--- src/rtl/inst_mem_loader_pkg.sv ---
// Shared definitions for the instruction memory loader: FSM encoding and
// stream framing constants.
package inst_mem_loader_pkg;

    typedef enum logic [2:0] {
        IDLE,
        LEN_HI,
        LEN_LO,
        DATA,
        CHECK,
        DONE,
        ERR
    } state_t;

    localparam int LEN_W          = 16;
    localparam int BYTES_PER_WORD = 4;
    localparam int WORD_W         = 8 * BYTES_PER_WORD;

    // States in which the loader is consuming the byte stream.
    function automatic logic is_busy(input state_t s);
        return (s == LEN_HI) || (s == LEN_LO) || (s == DATA) || (s == CHECK);
    endfunction

endpackage

--- src/rtl/inst_mem_loader_word_assembler.sv ---
// Packs a byte stream into big-endian words; the word is presented together
// with the pulse on the strobe that carries its final byte.
module word_assembler
    import inst_mem_loader_pkg::*;
(
    input  logic              clk_i,
    input  logic              rst_i,
    input  logic              clr_i,
    input  logic              byte_stb_i,
    input  logic [7:0]        byte_i,
    output logic [WORD_W-1:0] word_o,
    output logic              word_done_o
);

    localparam int SH_W = WORD_W - 8;

    logic [SH_W-1:0] sh_q;
    logic [1:0]      cnt_q;

    // The earlier bytes sit in the shift register; the last byte joins from
    // the input so the word is complete in the same cycle as its strobe.
    assign word_o      = {sh_q, byte_i};
    assign word_done_o = byte_stb_i && (cnt_q == 2'(BYTES_PER_WORD - 1));

    always_ff @(posedge clk_i) begin
        if (rst_i || clr_i) begin
            sh_q  <= '0;
            cnt_q <= '0;
        end else if (byte_stb_i) begin
            sh_q  <= {sh_q[SH_W-9:0], byte_i};
            cnt_q <= cnt_q + 2'd1;
        end
    end

endmodule

--- src/rtl/inst_mem_loader.sv ---
// Streams a length-prefixed, checksummed program image into instruction memory
// and releases the CPU only once the whole image has been verified.
module inst_mem_loader #(
    parameter int ADDR_W = 8,
    parameter int LEN_W  = inst_mem_loader_pkg::LEN_W
) (
    input  logic        clk_i,
    input  logic        rst_i,
    input  logic        load_i,
    input  logic        byte_valid_i,
    input  logic [7:0]  byte_data_i,
    output logic        byte_ready_o,
    output logic        mem_we_o,
    output logic [31:0] mem_addr_o,
    output logic [31:0] mem_data_o,
    output logic        cpu_start_o,
    output logic        busy_o,
    output logic        err_o
);

    import inst_mem_loader_pkg::*;

    localparam int          IDX_W    = ADDR_W + 1;
    localparam int unsigned CAPACITY = 2 ** ADDR_W;

    state_t state_q, state_d;

    logic              busy;
    logic              xfer;
    logic              data_stb;
    logic              start_load;
    logic              word_done;
    logic              last_word;
    logic [WORD_W-1:0] asm_word;

    logic [7:0]        len_hi_q;
    logic [LEN_W-1:0]  len_q;
    logic [LEN_W-1:0]  len_next;
    logic [IDX_W-1:0]  idx_q;
    logic [7:0]        acc_q;

    logic              vld_p1;
    logic [31:0]       addr_p1;
    logic [31:0]       data_p1;

    assign busy       = is_busy(state_q);
    assign xfer       = byte_valid_i && busy;
    assign data_stb   = xfer && (state_q == DATA);
    assign start_load = load_i && ((state_q == IDLE) || (state_q == DONE) || (state_q == ERR));
    assign len_next   = LEN_W'({len_hi_q, byte_data_i});
    assign last_word  = word_done && ((LEN_W'(idx_q) + LEN_W'(1)) == len_q);

    word_assembler u_word_assembler (
        .clk_i       (clk_i),
        .rst_i       (rst_i),
        .clr_i       (start_load),
        .byte_stb_i  (data_stb),
        .byte_i      (byte_data_i),
        .word_o      (asm_word),
        .word_done_o (word_done)
    );

    always_ff @(posedge clk_i) begin
        if (rst_i) begin
            state_q <= IDLE;
        end else begin
            state_q <= state_d;
        end
    end

    // The last word moves to CHECK on its 4th byte, so the checksum byte can
    // already transfer during that word's write cycle.
    always_comb begin
        state_d = state_q;
        unique case (state_q)
            IDLE: begin
                if (load_i) state_d = LEN_HI;
            end
            LEN_HI: begin
                if (xfer) state_d = LEN_LO;
            end
            LEN_LO: begin
                if (xfer) begin
                    if (32'(len_next) > CAPACITY) begin
                        state_d = ERR;
                    end else if (len_next == '0) begin
                        state_d = CHECK;
                    end else begin
                        state_d = DATA;
                    end
                end
            end
            DATA: begin
                if (last_word) state_d = CHECK;
            end
            CHECK: begin
                if (xfer) state_d = (byte_data_i == acc_q) ? DONE : ERR;
            end
            DONE, ERR: begin
                if (load_i) state_d = LEN_HI;
            end
            default: state_d = IDLE;
        endcase
    end

    // Stage p0: stream capture (length, checksum accumulator, word index).
    always_ff @(posedge clk_i) begin
        if (rst_i) begin
            len_hi_q <= '0;
            len_q    <= '0;
            idx_q    <= '0;
            acc_q    <= '0;
        end else begin
            if (start_load) begin
                len_hi_q <= '0;
                len_q    <= '0;
                idx_q    <= '0;
                acc_q    <= '0;
            end
            if (xfer && (state_q == LEN_HI)) len_hi_q <= byte_data_i;
            if (xfer && (state_q == LEN_LO)) len_q    <= len_next;
            if (data_stb)                    acc_q    <= acc_q ^ byte_data_i;
            if (word_done)                   idx_q    <= idx_q + IDX_W'(1);
        end
    end

    // Stage p1: memory write port; address and data hold between strobes.
    always_ff @(posedge clk_i) begin
        if (rst_i) begin
            vld_p1  <= 1'b0;
            addr_p1 <= '0;
            data_p1 <= '0;
        end else begin
            vld_p1 <= word_done;
            if (word_done) begin
                addr_p1 <= {{(32 - IDX_W - 2){1'b0}}, idx_q, 2'b00};
                data_p1 <= asm_word;
            end
        end
    end

    assign byte_ready_o = busy;
    assign busy_o       = busy;
    assign mem_we_o     = vld_p1;
    assign mem_addr_o   = addr_p1;
    assign mem_data_o   = data_p1;
    assign cpu_start_o  = (state_q == DONE);
    assign err_o        = (state_q == ERR);

endmodule
--- config.mk ---
export PLATFORM = sky130hd
export DESIGN_NAME = inst_mem_loader
export DESIGN_NICKNAME = d
export VERILOG_FILES = /design/src/rtl/inst_mem_loader_pkg.sv /design/src/rtl/inst_mem_loader_word_assembler.sv /design/src/rtl/inst_mem_loader.sv
export SDC_FILE = /design/constraint.sdc
export NUM_CORES = 1
export LEC_CHECK = 0
export CAP_MARGIN = 25
export CORE_MARGIN = 1
export CORE_UTILIZATION = 50
export DETAILED_ROUTE_END_ITERATION = 10
export HOLD_SLACK_MARGIN = 0.03
export PLACE_DENSITY = 0.75
export SLEW_MARGIN = 15
export SYNTH_ARGS = -nofsm -noshare
export SYNTH_HDL_FRONTEND = slang
export SYNTH_SLANG_ARGS = --single-unit
export TNS_END_PERCENT = 50
--- constraint.sdc ---
create_clock -name clk_i -period 2.4 [get_ports clk_i]
set_input_delay 0.48 -clock clk_i [delete_from_list [all_inputs] [get_ports clk_i]]
set_output_delay 0.48 -clock clk_i [all_outputs]
set_load 0.03 [all_outputs]
==> reports/qor.yml <==
drcViolationCount: 0
clockBufferDepth: 2
crit_fanout: 11
hold_path_class: "reg -> reg"
reg2reg_depth: 6
htreeDepth: 3
track_usage_pct: 22.7
slowest_stage: "dfxtp_2"
syn2layout_area_growth_pct: 16.5
yosysMostFrequentCell: "nand2_1"
die_height_um: 103
drt-initial-drc-count: 174
criticalPathCategory: "reg -> out"
top_layer: "met4"
numClockSinks: 112
synth_commonest_cells: "163 x nand2_1, 112 x dfxtp_1, 94 x a21oi_1, 33 x nand3_1, 28 x clkbuf_1"
dp.cells: 802
wl_met3_um: 674
path_buf_inv: 1
synth.distinct_cells: 54
clock_skew_ns: 0.0156
crit_required_ns: 1.92
fin_crit_ns: 2.19
fin_tns_setup_ns: 0
initial_core_util_pct: 51.8
ys.flop_type: "dfxtp_1"
rsz0062_at_grt: "no"
port_buffers: 57
viasPerCell: 5.29
slowest_delay_ns: 0.44
overflow: 0
finalWirelength_um: 11300
numCtsBuffers: 9
synth_edf_count: 0
async_flop_share_pct: 0
place_ws_ns: 0.202
die_w_um: 103
synth_seq_cells: 112
met1Wirelength_um: 5190
whs_path_depth: 2
holdBufCountCts: 0
tritoncts: "built"
finalWorstSetupSlack_ns: 0.214
final_cells: 818
ys.warnings.count: 0
dieArea_um2: 10500
leakage_nw: 1.97
synth_area_um2: 5060
utilization_pct: 60.3
dr.pass1.iters: 6
wl_met2_um: 5240
gp_congestion: 0.893
ir_worst_vdd_v: 0.000618
root_buffer: "clkbuf_8"
synth_area_leaders: "dfxtp_1 44%, nand2_1 12%, a21oi_1 9.3%, buf_4 4.0%, a21oi_2 3.3%"
wire_per_inst_um: 13.8
path_cells: "nor2b_1, and2_1, dlygate4sd2_1"
slew_viol_final: 0
clk_latency_ns: 0.39
synthCells: 633
drive_above_1_share_pct: 12.7
critPathArrivalTime_ns: 1.71
antenna_left: 0
max_freq_ghz: 0.458
antennaDiodeCount: 0
regArea_um2: 2240
setup_viol: 0
synth.top_cell.area_share_pct: 44.3
maxCapViolations: 0
cp.depth: 3
crit_path_start_kind: "flip-flop"
synth_seq_area_share_pct: 44.3
crit_path_end_kind: "output pin"
synth_area_leader_cell: "dfxtp_1"
fp-row-count: 36
nNetsFinal: 694
vias: 4324
power_mw: 4.13
multi_input_area_um2: 2490
clkTransAtPathRegs_ns: 0.11
grt_start_max_net_pins: 41
post-dp-hpwl_um: 7920
fill_cells: 894
io_pins: 81
antenna_found_initial: 0
avgSynthCellArea_um2: 8.00
powerDensity_nw_per_um2: 701
outcome: "finished, final reports clean"
coreArea_um2: 9770
hold_viol: 0
cpLargestDelayFamily: "simple AND/OR/NAND/NOR gates"
fin_crit_sh_pct: 91.1
grt_pass1_wl_um: 18400
grt_pass1_vias: 3845
-- stage by stage --
step | hold slack [ns] | instance area [um2]
global route | 0.479 | 5900
finish | 0.457 | 5900
detailed placement | 0.444 | 5730
CTS | 0.459 | 5900
floorplan | 0.432 | 5150
global placement | 0.442 | 5730
-- worst paths after layout --
kind,from,to,slack (ns)
worst min-delay path,mem_addr_o[5],mem_addr_o[5],0.46
worst max register to register,idx_q[2],state_q[1],0.43
worst max-delay path,state_q[1],err_o,0.21
worst min register to register,mem_addr_o[5],mem_addr_o[5],0.46
-- registers in the layout, indices dropped and copies added, names as in the netlist --
register / flops
mem_we_o: 1
idx_q: 9
len_hi_q: 8
len_q: 16
state_q: 3
mem_addr_o: 9
u_word_assembler.sh_q: 24
mem_data_o: 32
acc_q: 8
u_word_assembler.cnt_q: 2
-- cell type report --
| class | count | share of cell area, % |
|---|---|---|
| multi-input cells | 468 | 42.2 |
| flip-flops and latches | 112 | 38.1 |
| repair buffers | 87 | 14.0 |
| well taps | 133 | 2.82 |
| clock buffers | 10 | 2.16 |
| clock inverters | 6 | 0.721 |
| inverters | 2 | 0.127 |
-- worst register-to-register path, delay by kind of cell, from the launching register on --
family | cells | cell delay (ns)
xor gates and xnor gates | 1 | 0.17
and+or+nand+nor | 3 | 0.66
DFF | 1 | 0.55
AOI/OAI and AO/OA | 2 | 0.53
-- cells by family (layout without fill, tap and decap cells) --
family                   Yosys count  in the layout  synth area share (%)
adder cells (fa/ha/maj)            2              2                 0.494
buffers and inverters             75            105                  8.37
AO/OA/AOI/OAI                    146            146                  17.3
multiplexers                       2              2                 0.494
other                              1             23                0.0740
XOR/XNOR                          26             26                  4.50
AND/OR/NAND/NOR                  269            269                  24.5
flip-flops                       112            112                  44.3
-- layout by cell type, fill, tap and decap left out, types with 3 or more instances in the layout --
| master | netlist | routed |
|---|---|---|
| a21oi_1 | 94 | 94 |
| a21oi_2 | 19 | 19 |
| and2_1 | 7 | 7 |
| and3_1 | 3 | 3 |
| buf_12 | 0 | 3 |
| buf_4 | 27 | 27 |
| clkbuf_8 | 0 | 9 |
| clkdlybuf4s50_1 | 0 | 52 |
| conb_1 | 1 | 23 |
| dfxtp_1 | 112 | 110 |
| dlygate4sd2_1 | 0 | 4 |
| nand2_1 | 163 | 163 |
| nand2b_1 | 3 | 3 |
| nand3_1 | 33 | 32 |
| nand3b_1 | 5 | 5 |
| nand4_1 | 4 | 4 |
| nor2_1 | 21 | 21 |
| nor4_1 | 3 | 3 |
| o21ai_1 | 15 | 15 |
| or2_2 | 7 | 7 |
| or3_1 | 4 | 4 |
| xnor2_1 | 18 | 18 |
| xor2_1 | 8 | 8 |
-- routing by layer --
layer	track usage, %	vias up
li1	-	2156
met1	30.6	2009
met2	35.5	143
met3	5.02	16
met4	8.90	0
met5	0	-
-- repair_timing --
action	CTS	global route
buffers inserted	0	0
setup endpoints to repair	4	0
resized for setup	6	0
-- power by group --
group	switching (mW)	total [mW]	internal, mW
Clock	0.647	1.03	0.382
Sequential	0.102	2.02	1.92
Combinational	0.689	1.08	0.390
(Power assumes the default switching activity.)
